**config.mk**
```make
export PLATFORM = sky130hd
export DESIGN_NAME = reg_pipe_chain
export DESIGN_NICKNAME = d
export VERILOG_FILES = /design/src/rtl/reg_pipe_pkg.sv /design/src/rtl/reg_pipe_stage.sv /design/src/rtl/reg_pipe_chain.sv
export SDC_FILE = /design/constraint.sdc
export NUM_CORES = 1
export LEC_CHECK = 0
export CAP_MARGIN = 20
export CELL_PAD_IN_SITES_DETAIL_PLACEMENT = 2
export CELL_PAD_IN_SITES_GLOBAL_PLACEMENT = 2
export CORE_MARGIN = 3
export CORE_UTILIZATION = 30
export DETAILED_ROUTE_END_ITERATION = 10
export MAX_ROUTING_LAYER = met4
export PLACE_DENSITY = 0.9
export SYNTH_ARGS = -nofsm -noshare
export SYNTH_HDL_FRONTEND = slang
export SYNTH_SLANG_ARGS = --single-unit
```
**constraint.sdc**
```tcl
create_clock -name CLK -period 1.9 [get_ports CLK]
set_input_delay 0.38 -clock CLK [delete_from_list [all_inputs] [get_ports CLK]]
set_output_delay 0.38 -clock CLK [all_outputs]
set_load 0.01 [all_outputs]
```
**src/rtl/reg_pipe_pkg.sv**
```systemverilog
// rtl/reg_pipe_pkg.sv - shared constants and helpers for the register pipe chain
package reg_pipe_pkg;

    localparam int MAX_DEPTH = 8;

    // Bits needed to count 0..depth.
    // Never narrower than 1 bit, so a DEPTH=0 build still has a legal vector.
    function automatic int cnt_width(input int depth);
        return (depth < 1) ? 1 : $clog2(depth + 1);
    endfunction

endpackage

```
**src/rtl/reg_pipe_stage.sv**
```systemverilog
// rtl/reg_pipe_stage.sv - one register stage (data + valid) of the pipe chain
//
// Ports:
//   clk      rising-edge clock
//   rst      synchronous active-high reset: clears data and valid
//   ce       clock enable: load d/d_valid when set
//   flush    synchronous invalidate: clears valid, holds data, beats ce
//   d        data in, WIDTH bits
//   d_valid  qualifier for d
//   q        registered data out
//   q_valid  registered qualifier out
module reg_pipe_stage #(
    parameter int WIDTH = 18
) (
    input  logic             clk,
    input  logic             rst,
    input  logic             ce,
    input  logic             flush,
    input  logic [WIDTH-1:0] d,
    input  logic             d_valid,
    output logic [WIDTH-1:0] q,
    output logic             q_valid
);

    always_ff @(posedge clk) begin
        if (rst) begin
            q       <= '0;
            q_valid <= 1'b0;
        end else if (flush) begin
            // Data is left in place; only the qualifier is dropped.
            q_valid <= 1'b0;
        end else if (ce) begin
            q       <= d;
            q_valid <= d_valid;
        end
    end

endmodule

```
**src/rtl/reg_pipe_chain.sv**
```systemverilog
// rtl/reg_pipe_chain.sv - DEPTH-stage register pipe with clock enable, flush and prime flag
//
// Parameters:
//   WIDTH    data width in bits (1..48)
//   DEPTH    number of register stages (0..8); 0 is a combinational wire-through
//
// Ports:
//   CLK      rising-edge clock
//   RST      synchronous active-high reset (beats FLUSH and CE)
//   CE       clock enable for every stage and for the prime counter
//   FLUSH    synchronous invalidate of all stages and of the prime counter
//   D        data in
//   D_VALID  qualifier for D
//   Q        data out, DEPTH enabled cycles after D
//   Q_VALID  qualifier for Q
//   PRIMED   chain has shifted at least DEPTH times since the last reset/flush
//   OCC      number of stages holding valid data (only with REG_PIPE_OCCUPANCY_EN)
//
// Optional feature macro: REG_PIPE_OCCUPANCY_EN adds the OCC output.
module reg_pipe_chain
    import reg_pipe_pkg::*;
#(
    parameter int WIDTH = 18,
    parameter int DEPTH = 2
) (
    input  logic                        CLK,
    input  logic                        RST,
    input  logic                        CE,
    input  logic                        FLUSH,
    input  logic [WIDTH-1:0]            D,
    input  logic                        D_VALID,
    output logic [WIDTH-1:0]            Q,
    output logic                        Q_VALID,
`ifdef REG_PIPE_OCCUPANCY_EN
    output logic                        PRIMED,
    output logic [cnt_width(DEPTH)-1:0] OCC
`else
    output logic                        PRIMED
`endif
);

    localparam int CW = cnt_width(DEPTH);

    generate
        if (DEPTH < 0 || DEPTH > MAX_DEPTH || WIDTH < 1 || WIDTH > 48) begin : g_bad_cfg
            $error("reg_pipe_chain: unsupported WIDTH/DEPTH combination");
        end

        if (DEPTH == 0) begin : g_wire
            assign Q       = D;
            assign Q_VALID = D_VALID;
            assign PRIMED  = 1'b1;
`ifdef REG_PIPE_OCCUPANCY_EN
            assign OCC     = '0;
`endif
        end else begin : g_pipe
            localparam logic [CW-1:0] FULL = CW'(DEPTH);

            // Index 0 is the chain input; index k is the output of stage k.
            logic [WIDTH-1:0] data  [0:DEPTH];
            logic             valid [0:DEPTH];
            logic [CW-1:0]    prime_cnt;

            assign data[0]  = D;
            assign valid[0] = D_VALID;

            for (genvar k = 1; k <= DEPTH; k++) begin : g_stage
                reg_pipe_stage #(
                    .WIDTH(WIDTH)
                ) u_stage (
                    .clk     (CLK),
                    .rst     (RST),
                    .ce      (CE),
                    .flush   (FLUSH),
                    .d       (data[k-1]),
                    .d_valid (valid[k-1]),
                    .q       (data[k]),
                    .q_valid (valid[k])
                );
            end

            // Counts enabled shifts since reset/flush, stopping at DEPTH.
            always_ff @(posedge CLK) begin
                if (RST || FLUSH) begin
                    prime_cnt <= '0;
                end else if (CE && (prime_cnt != FULL)) begin
                    prime_cnt <= prime_cnt + CW'(1);
                end
            end

            assign Q       = data[DEPTH];
            assign Q_VALID = valid[DEPTH];
            assign PRIMED  = (prime_cnt == FULL);

`ifdef REG_PIPE_OCCUPANCY_EN
            logic [CW-1:0] occ_cnt;

            // On a shift one valid bit enters and the last stage's bit leaves,
            // so a running count tracks the population without a popcount.
            // occ_cnt >= valid[DEPTH] always holds, so the subtraction never wraps.
            always_ff @(posedge CLK) begin
                if (RST || FLUSH) begin
                    occ_cnt <= '0;
                end else if (CE) begin
                    occ_cnt <= occ_cnt + CW'(D_VALID) - CW'(valid[DEPTH]);
                end
            end

            assign OCC = occ_cnt;
`endif
        end
    endgenerate

endmodule

```
Word level (Yosys, flattened, before mapping). Cells that the tools add are included. Widths: inputs -> output; s select.

Register bits: 40. Bits of input ports: 23. Output and inout port bits: 20. Word-level logic and storage cells: 13.

Add/subtract/negate cells: 1. Equality and inequality tests: 2. Bitwise operators: 1. Reduce and logical (&&, ||, !) cells: 4.

Operators with widths (count): $add 2x1->2 const B (1); $eq 2x2->1 const B (1); $ne 2x2->1 const B (1); $reduce_and 2->1 (1); $reduce_or 2->1 (1); $logic_and 1x1->1 (1); $logic_or 1x1->1 (1); $not 1->1 (1).

Depth between registers and ports, before layout.
Depth after elaboration: 2. Gate-level depth with buffers: 5. Gate-level depth less buffers: 5.

Modules after synthesis. Synthesis repeated with hierarchy kept, for this count alone.

Cells, all modules: 179. Area total of the unflattened synthesis: 1974.4 um2.

Modules (own cells, without submodules): reg_pipe_stage (instances 2, cells each 85, area each 934.6 um2, sequential area each 380.4 um2); reg_pipe_chain (instances 1, cells each 9, area each 105.1 um2, sequential area each 40.0 um2).

Least setup slack after synthesis. Ideal clock, no wire load.

Path type: reg2reg. Start point: register g_pipe.prime_cnt[0]. End point: register g_pipe.prime_cnt[1]. Setup time: 0.103 ns. Data arrival time: 1.196 ns. Data required time: 1.797 ns. Path slack: 0.600 ns. Stages on the path, launching flop included: 6. Path buffers: 0. Period minus slack after synthesis: 1.300 ns. Cells stage by stage: dfxtp_1 > inv_1 > ha_1 > and2b_1 > nor2_1 > a2111oi_2.

Longest elaborated chain between the ends: 2. Elaborated cells between the ends (all ways): 3. Those cells by class: add/sub: 1; eq/ne: 1; reduce/logical: 1.

RTL lines: from (decl) (RTL line reg_pipe_chain.sv:62) `logic [CW-1:0] prime_cnt;`; from (signal assigned) (RTL line reg_pipe_chain.sv:87) `prime_cnt <= prime_cnt + CW'(1);`; parallel branches: the longest is 2 deep, another holds $add 2x1->2.

Several ways; the timed one is not identified. A chain may end at the register's enable or synchronous reset.

Worst setup path after layout.
Start point: register g_pipe.prime_cnt[0]. End point: output port PRIMED.

Longest elaborated chain between the ends: 1.

RTL lines: $eq 2x2->1 (RTL line reg_pipe_chain.sv:93) `assign PRIMED = (prime_cnt == FULL);`; to (decl) (RTL line reg_pipe_chain.sv:38) `output logic PRIMED`.

Every way passes these cells.

==> flow_summary.html <==
<table>
<tr><th>Metric</th><th>Value</th></tr>
<tr><th colspan="2">Run status</th></tr>
<tr><td>Run status</td><td>finished, final reports clean</td></tr>
<tr><th colspan="2">Yosys</th></tr>
<tr><td>Gate count of the mapped netlist</td><td>191</td></tr>
<tr><td>Post-synthesis mux area share</td><td>1.18%</td></tr>
<tr><td>Post-synthesis compound-gate area fraction</td><td>16.2%</td></tr>
<tr><td>Post-synthesis xor/xnor area fraction</td><td>0.517%</td></tr>
<tr><td>FF+latch count, synth</td><td>40</td></tr>
<tr><td>Simple-gate area share of the yosys netlist</td><td>18.4%</td></tr>
<tr><td>Post-synthesis async set-or-reset flop share</td><td>0%</td></tr>
<tr><td>Count of flip-flops with a built-in enable after synthesis</td><td>0</td></tr>
<tr><td>Dominant synthesized flop cell</td><td>dfxtp_1</td></tr>
<tr><td>Post-synth top area share</td><td>47.2%</td></tr>
<tr><td>Synthesized Nets</td><td>215</td></tr>
<tr><td>Commonest cells in the netlist</td><td>72 x nand2_1, 40 x dfxtp_1, 21 x a21oi_2</td></tr>
<tr><td>Count of distinct cell types in the synthesized netlist</td><td>21</td></tr>
<tr><td>Mean post-synth cell area</td><td>8.88 um^2</td></tr>
<tr><td>Sequential cell area fraction in the yosys report</td><td>47.2%</td></tr>
<tr><td>Cell with the most instances after synthesis</td><td>nand2_1</td></tr>
<tr><td>Top cells by area, synth</td><td>dfxtp_1 47%, nand2_1 16%, a21oi_2 11%</td></tr>
<tr><td>Main combinational cell family by area after synthesis</td><td>simple AND/OR/NAND/NOR gates</td></tr>
<tr><td>Adder-cell share of the synthesized area</td><td>0.738%</td></tr>
<tr><td>Syn Std Cell Area</td><td>1700 um^2</td></tr>
<tr><td>Count of synthesis-stage warnings from yosys</td><td>0</td></tr>
<tr><td>Cell taking the most area after synthesis</td><td>dfxtp_1</td></tr>
<tr><th colspan="2">Drt</th></tr>
<tr><td>Antenna-violating nets left</td><td>0</td></tr>
<tr><td>Detailed-route via count</td><td>1282</td></tr>
<tr><td>Vias/cell</td><td>4.51</td></tr>
<tr><td>WL/cell</td><td>13.8 um</td></tr>
<tr><td>Aggregate routed wire length</td><td>3920 um</td></tr>
<tr><td>DRC violation count after routing</td><td>0</td></tr>
<tr><td>Detailed Route Iter0 Violations</td><td>53</td></tr>
<tr><td>First drt pass iteration count</td><td>2</td></tr>
<tr><th colspan="2">Power</th></tr>
<tr><td>Clock power frac</td><td>33.6%</td></tr>
<tr><td>Int Power</td><td>1.20 mW</td></tr>
<tr><td>Pwr Density</td><td>763 nW/um^2</td></tr>
<tr><td>Share of power burned in combinational logic</td><td>11.1%</td></tr>
<tr><td>Net Sw Frac</td><td>24.1%</td></tr>
<tr><td>Sequential share of power</td><td>55.3%</td></tr>
<tr><td>Max IR drop VDD</td><td>0.377 mV</td></tr>
<tr><td>Static leakage</td><td>0.689 nW</td></tr>
<tr><td>Net switching power of the design</td><td>383 uW</td></tr>
<tr><th colspan="2">GRT</th></tr>
<tr><td>GRT Overall Usage</td><td>13.1%</td></tr>
<tr><td>Total overflow reported by the global router</td><td>0</td></tr>
<tr><td>Pin count of the biggest net entering global routing</td><td>37</td></tr>
<tr><td>Via count of the first global-routing pass</td><td>1353</td></tr>
<tr><td>Initial antenna violation count</td><td>0</td></tr>
<tr><td>Global-route wire length before repair</td><td>6300 um</td></tr>
<tr><th colspan="2">Die</th></tr>
<tr><td>Effective utilization at floorplan</td><td>32.2%</td></tr>
<tr><td>Area of the core region</td><td>5270 um^2</td></tr>
<tr><td>Height of the die</td><td>81.2 um</td></tr>
<tr><td>Number of cell rows</td><td>26</td></tr>
<tr><td>Die area</td><td>6590 um^2</td></tr>
<tr><td>Horizontal extent of the die</td><td>81.2 um</td></tr>
<tr><td>Num ports</td><td>43</td></tr>
<tr><th colspan="2">Layout</th></tr>
<tr><td>Cell area after layout</td><td>2080 um^2</td></tr>
<tr><td>Area Overhead vs Synth</td><td>22.7%</td></tr>
<tr><td>Count of fill cells added during filler insertion</td><td>597</td></tr>
<tr><td>Ant diodes</td><td>0</td></tr>
<tr><td>Nets@finish</td><td>238</td></tr>
<tr><td>Fraction of layout instances using a drive strength above 1</td><td>15.9%</td></tr>
<tr><th colspan="2">Clock tree</th></tr>
<tr><td>CTS-repair resized insts</td><td>0</td></tr>
<tr><td>Level count of the clock H-tree</td><td>2</td></tr>
<tr><td>Bufs on Longest Clock Path</td><td>2</td></tr>
<tr><td># Post-CTS Setup Buffers</td><td>0</td></tr>
<tr><td>Clock tree from TritonCTS</td><td>built</td></tr>
<tr><td>Clock root buffer</td><td>clkbuf_8</td></tr>
<tr><td>CTS clk-pin slew, worst paths</td><td>0.07 ns</td></tr>
<tr><td>TritonCTS Sinks</td><td>40</td></tr>
<tr><td>Source-to-sink clock delay at the later pin of the worst-skew pair</td><td>0.29 ns</td></tr>
<tr><td>Number of buffers added to fix hold violations after cts</td><td>0</td></tr>
<tr><td>Number of buffers inserted during clock tree synthesis</td><td>5</td></tr>
<tr><th colspan="2">STA</th></tr>
<tr><td>Maximum clock frequency</td><td>570 MHz</td></tr>
<tr><td>RSZ-0062 raised after global routing</td><td>false</td></tr>
<tr><td>Transition at the pin with the smallest max-transition slack</td><td>0.535 ns</td></tr>
<tr><td>Crit path setup slack, layout</td><td>0.147 ns</td></tr>
<tr><td>Final-report max-slew violation count</td><td>0</td></tr>
<tr><td>Part of the cycle the worst path needs</td><td>92.3%</td></tr>
<tr><td>Worst relative slew slack</td><td>64.3%</td></tr>
<tr><td>Number of setup violations in the final report</td><td>0</td></tr>
<tr><td>Final worst path period need</td><td>1.75 ns</td></tr>
<tr><td>Setup total negative slack</td><td>0 ns</td></tr>
<tr><td>Final Hold Violating Endpoints</td><td>0</td></tr>
<tr><td>Final setup skew</td><td>0.00134 ns</td></tr>
<tr><th colspan="2">Placed design</th></tr>
<tr><td>Worst setup timing slack at the placement stage</td><td>0.119 ns</td></tr>
<tr><td>Sum of net half-perimeters after detailed placement</td><td>2790 um</td></tr>
<tr><td>Cell area reported after detailed placement</td><td>2000 um^2</td></tr>
<tr><td>RePlAce Congestion</td><td>0.677</td></tr>
<tr><td>Number of buffers added on ports</td><td>42</td></tr>
<tr><th colspan="2">Setup path</th></tr>
<tr><td>Delay of the slowest cell on the worst path</td><td>0.48 ns</td></tr>
<tr><td>Crit path depth</td><td>3</td></tr>
<tr><td>Total buffers and inverters traversed by the critical path</td><td>2</td></tr>
<tr><td>Startpoint type of the worst setup path</td><td>register</td></tr>
<tr><td>Cell breakdown of the critical path</td><td>inv_1, ha_1, clkdlybuf4s50_1</td></tr>
<tr><td>Crit Path Class</td><td>reg2out</td></tr>
<tr><td>Internal reg-to-reg setup slack</td><td>0.55 ns</td></tr>
<tr><td>Capture point of the worst path</td><td>PRIMED</td></tr>
<tr><td>Launching point of the worst reg2reg path</td><td>g_pipe.prime_cnt[0]$_SDFFE_PP0P_</td></tr>
<tr><td>Start point of the critical path</td><td>g_pipe.prime_cnt[0]$_SDFFE_PP0P_</td></tr>
<tr><td>Depth of the worst register-to-register path</td><td>5</td></tr>
<tr><td>Required time of the worst setup path</td><td>1.52 ns</td></tr>
<tr><td>Critical Path Fanout Max</td><td>2</td></tr>
<tr><td>Worst path top cell family by delay</td><td>buffers and inverters</td></tr>
<tr><td>Master of the slowest instance on the critical path</td><td>clkdlybuf4s50_1</td></tr>
<tr><td>Data arrival at the endpoint of the critical path</td><td>1.37 ns</td></tr>
<tr><td>Element type at the critical path end</td><td>output port</td></tr>
<tr><td>Worst reg2reg endpoint</td><td>g_pipe.prime_cnt[1]$_SDFFE_PP0P_</td></tr>
<tr><th colspan="2">Job</th></tr>
<tr><td>Number of maximum-capacitance violations</td><td>0</td></tr>
<tr><th colspan="2">Hold path</th></tr>
<tr><td>Type of the tightest min-delay check</td><td>reg2reg</td></tr>
</table>
==> worst register-to-register path: stages (launching register included) <==
cell	delay, ns
dfxtp_1	0.35
inv_1	0.05
ha_1	0.21
and2b_1	0.26
nor2_1	0.07
a2111oi_2	0.31
==> metal layers <==
layer / up-vias / share of wire [%] / GRT usage (%)
li1: 634 / - / -
met1: 611 / 44 / 14.5
met2: 30 / 50 / 22.2
met3: 7 / 4.3 / 3.33
met4: 0 / 1.7 / 5.57
met5: - / 0 / -
==> registers in the layout, indices dropped and copies added (netlist names) <==
register	cells
g_pipe.g_stage.u_stage.q	36
g_pipe.g_stage.u_stage.q_valid	2
g_pipe.prime_cnt	2
==> cells by family after synthesis <==
kind of cell	count (synthesis)
AO/OA/AOI/OAI	37
AND/OR/NAND/NOR	79
adder cells (fa/ha/maj)	1
flip-flops	40
buffers and inverters	31
multiplexers	2
XOR/XNOR	1
==> how the worst min path moves through the flow <==
stage / startpoint / end / cells after the start
after global routing: g_pipe.g_stage[2].u_stage.q[5]$_SDFFE_PP0P_ / g_pipe.g_stage[2].u_stage.q[5]$_SDFFE_PP0P_ / 2
after global placement: g_pipe.g_stage[1].u_stage.q[17]$_SDFFE_PP0P_ / g_pipe.g_stage[2].u_stage.q[17]$_SDFFE_PP0P_ / 2
after detailed placement: g_pipe.g_stage[1].u_stage.q[17]$_SDFFE_PP0P_ / g_pipe.g_stage[2].u_stage.q[17]$_SDFFE_PP0P_ / 2
after CTS: g_pipe.g_stage[1].u_stage.q[17]$_SDFFE_PP0P_ / g_pipe.g_stage[2].u_stage.q[17]$_SDFFE_PP0P_ / 2
final: g_pipe.g_stage[1].u_stage.q[17]$_SDFFE_PP0P_ / g_pipe.g_stage[2].u_stage.q[17]$_SDFFE_PP0P_ / 2
after floorplan: g_pipe.g_stage[1].u_stage.q[17]$_SDFFE_PP0P_ / g_pipe.g_stage[2].u_stage.q[17]$_SDFFE_PP0P_ / 2
==> per-stage QoR <==
step	util [%]	std cells	hold WS, ns	total power, mW
final	39.5	284	0.457	1.59
after global routing	39.5	284	0.482	1.67
after CTS	39.5	284	0.462	1.63
after detailed placement	38.0	277	0.450	1.08
after global placement	38.0	277	0.440	1.07
after floorplan	-	191	0.432	1.01
==> placed cells by master, fill, tap and decap left out <==
| cell | netlist | final |
|---|---|---|
| a2111oi_2 | 1 | 1 |
| a21oi_1 | 15 | 15 |
| a21oi_2 | 21 | 21 |
| and2b_1 | 1 | 1 |
| buf_12 | 1 | 3 |
| buf_2 | 2 | 1 |
| buf_4 | 18 | 1 |
| clkbuf_1 | 1 | 1 |
| clkbuf_8 | 0 | 5 |
| clkdlybuf4s50_1 | 0 | 41 |
| clkinv_2 | 0 | 1 |
| dfxtp_1 | 40 | 40 |
| ha_1 | 1 | 1 |
| inv_1 | 1 | 1 |
| mux2i_1 | 2 | 2 |
| nand2_1 | 72 | 72 |
| nand2b_1 | 1 | 1 |
| nor2_1 | 1 | 1 |
| nor2b_2 | 1 | 1 |
| nor3_1 | 3 | 3 |
| xnor2_1 | 1 | 1 |
==> final cells by class <==
type	count	area, um^2	area share [%]
clock buffer	6	72.6	3.49
clock inverter	1	5.00	0.241
inverter	1	3.75	0.181
multi-input combinational	120	627	30.1
sequential	40	801	38.5
tap	70	87.6	4.21
timing repair buffer	46	483	23.2
==> power groups by stage <==
stage / logic [mW] / registers, mW / clock network (mW)
after floorplan: 0.111 / 0.894 / 0
after global placement: 0.175 / 0.896 / 0
after detailed placement: 0.181 / 0.898 / 0
after CTS: 0.182 / 0.878 / 0.566
after global routing: 0.195 / 0.882 / 0.595
final: 0.177 / 0.878 / 0.533
(Power assumes the default switching activity.)
